**src/rtl/mem_wb_stage.sv**
```systemverilog
// mem_wb_stage: final (write-back) stage of the MIPS pipeline.
//
// Holds at most one instruction coming from MEM. A non-load retires in the
// cycle after it is captured. A load waits for dm_data_ok, and then its data
// is aligned and extended before it goes to the register-file write port.
//
// Ports:
//   clk, rst       clock and synchronous active-high reset
//   flush          squashes the stage content (exception / ERET)
//   m_*            instruction fields presented by MEM; m_allowin is the accept
//   dm_data_ok     load data valid this cycle
//   dm_rdata       load data word
//   wb_rf_*        register-file write port (address/data are 0 when we=0)
//   wb_retire      one-cycle pulse when the held instruction completes
//   wb_pc          PC of the held instruction (RESET_PC after reset)
//   wb_busy        a load is held and waiting for data
//
// Handshake: MEM transfers an instruction on a rising edge where m_valid and
// m_allowin are both 1. m_allowin never depends on m_valid. The stage accepts
// an instruction when it is empty or when its current instruction retires in
// the same cycle. Data memory offers no back-pressure, so dm_data_ok is a
// one-cycle strobe.
module mem_wb_stage #(
   parameter int              PC_W     = 32,
   parameter logic [PC_W-1:0] RESET_PC = PC_W'(32'hBFC0_0000)
) (
   input  logic            clk,
   input  logic            rst,
   input  logic            flush,
   input  logic            m_valid,
   output logic            m_allowin,
   input  logic [PC_W-1:0] m_pc,
   input  logic            m_regwrite,
   input  logic [4:0]      m_wreg,
   input  logic [31:0]     m_result,
   input  logic            m_is_load,
   input  logic [2:0]      m_ld_type,
   input  logic [1:0]      m_addr_lo,
   input  logic [31:0]     m_rt_val,
   input  logic            dm_data_ok,
   input  logic [31:0]     dm_rdata,
   output logic            wb_rf_we,
   output logic [4:0]      wb_rf_addr,
   output logic [31:0]     wb_rf_wdata,
   output logic            wb_retire,
   output logic [PC_W-1:0] wb_pc,
   output logic            wb_busy
);

   typedef enum logic [1:0] {
      S_EMPTY = 2'd0,
      S_RUN   = 2'd1,
      S_WAIT  = 2'd2
   } state_t;

   state_t      state, state_nxt;
   logic        cancel, cancel_nxt;
   logic        regwrite_q;
   logic [4:0]  wreg_q;
   logic [31:0] result_q;
   logic [2:0]  ld_type_q;
   logic [1:0]  addr_lo_q;
   logic [31:0] rt_val_q;
   logic        retire;
   logic        capture;
   logic [31:0] load_data;

   // Little-endian alignment of the returned word. Codes 0 and 7 both act as LW.
   always_comb begin
      logic [7:0]  b;
      logic [15:0] h;
      b = 8'h00;
      h = 16'h0000;
      load_data = dm_rdata;
      case (addr_lo_q)
         2'd0:    b = dm_rdata[7:0];
         2'd1:    b = dm_rdata[15:8];
         2'd2:    b = dm_rdata[23:16];
         default: b = dm_rdata[31:24];
      endcase
      h = addr_lo_q[1] ? dm_rdata[31:16] : dm_rdata[15:0];
      case (ld_type_q)
         3'd1: load_data = {{24{b[7]}}, b};
         3'd2: load_data = {24'h0, b};
         3'd3: load_data = {{16{h[15]}}, h};
         3'd4: load_data = {16'h0, h};
         3'd5: begin
            case (addr_lo_q)
               2'd0:    load_data = {dm_rdata[7:0],  rt_val_q[23:0]};
               2'd1:    load_data = {dm_rdata[15:0], rt_val_q[15:0]};
               2'd2:    load_data = {dm_rdata[23:0], rt_val_q[7:0]};
               default: load_data = dm_rdata;
            endcase
         end
         3'd6: begin
            case (addr_lo_q)
               2'd0:    load_data = dm_rdata;
               2'd1:    load_data = {rt_val_q[31:24], dm_rdata[31:8]};
               2'd2:    load_data = {rt_val_q[31:16], dm_rdata[31:16]};
               default: load_data = {rt_val_q[31:8],  dm_rdata[31:24]};
            endcase
         end
         default: load_data = dm_rdata;
      endcase
   end

   // Next state and outputs. The data_ok that belongs to a squashed load
   // arrives after the flush. The cancel flag absorbs that data_ok so that it
   // cannot complete a newer load.
   always_comb begin
      state_nxt   = state;
      cancel_nxt  = cancel;
      retire      = 1'b0;
      m_allowin   = 1'b0;
      capture     = 1'b0;
      wb_rf_we    = 1'b0;
      wb_rf_addr  = 5'd0;
      wb_rf_wdata = 32'd0;
      wb_busy     = (state == S_WAIT);

      if (!flush) begin
         case (state)
            S_RUN:   retire = 1'b1;
            S_WAIT:  retire = dm_data_ok && !cancel;
            default: retire = 1'b0;
         endcase
         m_allowin = (state == S_EMPTY) || retire;
      end
      capture = m_valid && m_allowin;

      if (state == S_WAIT && dm_data_ok && cancel) cancel_nxt = 1'b0;
      if (flush && state == S_WAIT && !dm_data_ok) cancel_nxt = 1'b1;

      if (flush)        state_nxt = S_EMPTY;
      else if (capture) state_nxt = m_is_load ? S_WAIT : S_RUN;
      else if (retire)  state_nxt = S_EMPTY;

      if (retire && regwrite_q && wreg_q != 5'd0) begin
         wb_rf_we    = 1'b1;
         wb_rf_addr  = wreg_q;
         wb_rf_wdata = (state == S_WAIT) ? load_data : result_q;
      end
   end

   assign wb_retire = retire;

   always_ff @(posedge clk) begin
      if (rst) begin
         state  <= S_EMPTY;
         cancel <= 1'b0;
      end else begin
         state  <= state_nxt;
         cancel <= cancel_nxt;
      end
   end

   always_ff @(posedge clk) begin
      if (rst) begin
         wb_pc      <= RESET_PC;
         regwrite_q <= 1'b0;
         wreg_q     <= 5'd0;
         result_q   <= 32'd0;
         ld_type_q  <= 3'd0;
         addr_lo_q  <= 2'd0;
         rt_val_q   <= 32'd0;
      end else if (capture) begin
         wb_pc      <= m_pc;
         regwrite_q <= m_regwrite;
         wreg_q     <= m_wreg;
         result_q   <= m_result;
         ld_type_q  <= m_ld_type;
         addr_lo_q  <= m_addr_lo;
         rt_val_q   <= m_rt_val;
      end
   end

endmodule

```
**config.mk**
```make
export PLATFORM = sky130hd
export DESIGN_NAME = mem_wb_stage
export DESIGN_NICKNAME = d
export VERILOG_FILES = /design/src/rtl/mem_wb_stage.sv
export SDC_FILE = /design/constraint.sdc
export NUM_CORES = 1
export LEC_CHECK = 0
export CAP_MARGIN = 40
export CORE_MARGIN = 2
export CORE_UTILIZATION = 26
export DETAILED_ROUTE_END_ITERATION = 10
export DONT_BUFFER_PORTS = 1
export SETUP_SLACK_MARGIN = 0.3
export SYNTH_ARGS = -nofsm -noshare
export SYNTH_HDL_FRONTEND = slang
export SYNTH_SLANG_ARGS = --single-unit
```
**constraint.sdc**
```tcl
create_clock -name clk -period 2.1 [get_ports clk]
set_input_delay 0.105 -clock clk [delete_from_list [all_inputs] [get_ports clk]]
set_output_delay 0.105 -clock clk [all_outputs]
set_load 0.005 [all_outputs]
```
==> qor.yml <==
drt:
  final_antenna_net_count: 0
  drtIter0Drc: 508
  first_pass_iters: 5
  num_vias: 7284
  drcViolationCount: 0
  drt-total-wl_um: 31900
  wl_per_cell_um: 24.74
  vias_per_cell: 5.651
clock_tree:
  cts_buffer_depth: 2
  cts_tree: "yes"
  clock_latency_ns: 0.37
  clockRootBuffer: "clkbuf_16"
  cts.sinks: 110
  h-tree-depth: 3
  cts.hold.buffers_added: 4
  cts_buffers: 9
  clkTransAtPathRegs_ns: 0.09
synthesis:
  avgSynthCellArea_um2: 7.724
  synth_nets: 1027
  synth_seq_cells: 110
  yosys_warnings: 0
  ys.flop_type: "dfxtp_1"
  synth_cells: 879
  syn-cell-area_mm2: 0.006789
  synthDistinctLibCells: 56
  synthTopCellsByArea: "dfxtp_1, nand2_1, a21oi_1, a211oi_1, mux2i_1"
  ys_seq_area_share_pct: 32.44
  synth_edf_count: 0
  synth_top_area_share_pct: 32.44
  yosysTopAreaCell: "dfxtp_1"
  synthArstFlopShare_pct: 0
die:
  die_area_mm2: 0.02742
  initial_core_util_pct: 26.28
  die_h_um: 165.6
  io_pins: 218
  fp.dieW_um: 165.6
  rows: 59
  core_mm2: 0.02584
global_route:
  antenna_found_initial: 1
  grt_pass1_vias: 7222
  grt_max_degree: 111
  grt_first_pass_wirelength_um: 43840
  globalRouteOverflowTotal: 0
  track_usage_pct: 21.52
placed_design:
  gp_congestion: 0.8815
  post-dp-hpwl_um: 19650
  dpl-instance-area_mm2: 0.007687
  io_buffers: 0
  detailedPlace.worstSlack_ns: -0.08405
setup_path:
  required_ns: 2.00
  critPathLaunchType: "register"
  path_cells: "inv_4, ha_4, nand4b_4, a21o_4, inv_6, nand3_4, buf_12, buf_16, a211oi_4, buf_4"
  cpMaxStageDelayCell: "dfxtp_2"
  cp_slowest_stage_delay_ns: 0.37
  crit_buf_inv: 5
  worstSetupPathType: "register to output port"
  cp_max_fo: 7
  crit_path_end_kind: "output port"
  crit_arrival_ns: 2.34
  path_delay_family: "buffers and inverters"
timing:
  setup_viol: 35
  fmax_mhz: 409.5
  slew-limit-headroom_pct: 69.45
  worst_pin_slew_ns: 0.4583
  final.setup_skew_ns: 0.007192
  setup_tns_ns: -8.925
  rsz0062_at_grt: "yes"
  fin_hold_ws_ns: -0.2175
  period_needed_ns: 2.442
  finalHoldViolCount: 109
  min_period_over_period_pct: 116.3
  drv_slew: 0
  setup_slack_ns: -0.3423
flow_run:
  cap_violations: 0
power_and_ir_drop:
  total_power_uw: 5187
  p_switching_uw: 1617
  pwr-share-comb_pct: 22.2
  clkPwrFrac_pct: 33.8
  p_int_uw: 3570
  p_leak_uw: 0.003493
  p_sw_share_pct: 31.18
  power.density_mw_per_mm2: 518.4
  ir_drop_uv: 422.3
  p_seq_share_pct: 44.1
layout:
  post-route-util_pct: 38.72
  register_area_mm2: 0.002213
  finalInstanceArea_mm2: 0.01000
  multi_input_area_mm2: 0.005150
  fill_cells: 2619
  syn2layout_area_growth_pct: 47.36
  layout-drive-gt1-share_pct: 39.60
  nets: 1096
outcome:
  violations: "negative hold slack, negative setup slack"
  outcome: "finished with violations"
hold_path:
  hp-class: "input pin to register"
==> worst register-to-register path: cells and delay by family, from the launching register on <==
| kind | cells | cell delay, ns |
|---|---|---|
| fa+ha+maj | 1 | 0.29 |
| flops | 1 | 0.37 |
| simple gates | 2 | 0.19 |
| compound gates | 2 | 0.35 |
| buf+inv | 6 | 0.82 |
==> stage by stage <==
stage,std cells,hold slack [ns]
finish,1289,-0.2175
global route,1287,-0.2328
CTS,1264,-0.2209
detailed placement,1223,0.1856
global placement,1223,0.1824
floorplan,879,0.1835
==> per-layer routing <==
| metal | up-vias | routed length (µm) | part of all wire, % | global-route usage, % |
|---|---|---|---|---|
| met3 | 61 | 3276 | 10 | 7.368 |
| met1 | 3558 | 11860 | 37 | 24.26 |
| li1 | 3300 | - | - | - |
| met2 | 365 | 15890 | 50 | 37.89 |
| met5 | - | 0 | 0 | 0 |
| met4 | 0 | 867 | 2.7 | 7.132 |
==> registers in the layout, indices dropped and copies added (netlist names) <==
signal and cells:
result_q 32, rt_val_q 32, wb_pc 32, wreg_q 5, ld_type_q 3, addr_lo_q 2
state 2, cancel 1, regwrite_q 1
==> kinds of logic (layout without fill, tap and decap cells) <==
logic type | Yosys count | in the layout | share of synthesized area [%]
other | 0 | 2 | 0
AOI/OAI and AO/OA | 257 | 257 | 24.53
adders and majority gates | 3 | 3 | 0.5530
DFF | 110 | 110 | 32.44
and+or+nand+nor | 352 | 352 | 24.31
muxes | 63 | 63 | 11.56
buffers and inverters | 94 | 167 | 6.616
==> Yosys cell counts (all sizes together) (2+ instances only) <==
| library cell | instances |
|---|---|
| nor4 | 12 |
| buf | 38 |
| o21ai | 11 |
| a221oi | 9 |
| nor3b | 8 |
| a32o | 6 |
| a21oi | 120 |
| clkbuf | 42 |
| mux2i | 30 |
| o22a | 6 |
| a41oi | 6 |
| nand3 | 3 |
| nand2 | 230 |
| mux4 | 10 |
| and3b | 2 |
| o2bb2ai | 8 |
| a21o | 3 |
| and2 | 11 |
| a211oi | 43 |
| nand4b | 2 |
| or3b | 2 |
| nand2b | 2 |
| nand3b | 17 |
| nor3 | 10 |
| a31oi | 7 |
| mux2 | 23 |
| inv | 14 |
| nor2 | 21 |
| nor2b | 20 |
| o2111ai | 7 |
| o2111a | 2 |
| dfxtp | 110 |
| o22ai | 21 |
| ha | 3 |
| nor4b | 6 |
| and3 | 5 |
| o21a | 3 |
==> placed cells by master (no fill, tap or decap), types with 8 or more instances in the layout <==
cell type  netlist  routed
mux2i_1         30      30
o21ai_0          9       9
nor2b_1         20      16
buf_16           0      13
dfxtp_1        110     103
nand2_2          0      29
buf_12           1      19
buf_6            5      13
a211oi_4         0      13
o2bb2ai_1        8       8
mux2_2          23      23
mux4_2          10      10
clkbuf_16        0      20
nor3_1          10       8
inv_1           13       9
a211oi_2         0      18
nand3b_1        17      17
o22ai_1         21      21
a211oi_1        43      12
nand2_1        230     178
buf_4            3      72
a21oi_1        120      66
nor2_1          20      20
a21oi_2          0      54
nand2_4          0      23
and2_1          11       8
nor3b_1          8       8
==> timing repair <==
item	CTS	global route
gates cloned	13	14
endpoints found under the setup margin	134	149
pin swaps	49	24
setup buffers	9	9
hold endpoints to repair	110	109
resized for setup	180	92
==> final timing paths <==
| check | start | endpoint | slack, ns | cells past startpoint |
|---|---|---|---|---|
| max | state[0] | wb_rf_wdata[16] | -0.34 | 10 |
| min reg2reg | result_q[4] | result_q[4] | 0.46 | 2 |
| min | rst | wb_pc[19] | -0.22 | 1 |
| max reg2reg | state[0] | wb_pc[20] | 0.01 | 11 |
==> cell type report <==
| cell class | count | share of cell area (%) |
|---|---|---|
| antenna | 2 | 0.05002 |
| multi-input combinational | 675 | 51.48 |
| clock inverter | 6 | 0.6253 |
| sequential | 110 | 22.12 |
| clock buffer | 9 | 2.251 |
| tap | 335 | 4.190 |
| inverter | 14 | 0.6378 |
| timing repair buffer | 138 | 18.65 |
==> power by group through the flow <==
stage | combinational [µW] | sequential (µW) | clock [µW]
2_1_floorplan | 593 | 2290 | 0
3_3_place_gp | 741 | 2330 | 0
3_5_place_dp | 752 | 2330 | 0
4_1_cts | 988 | 2280 | 1800
5_1_grt | 1230 | 2300 | 1860
6_report | 1150 | 2290 | 1750
Power figures use the tool's default switching activity.
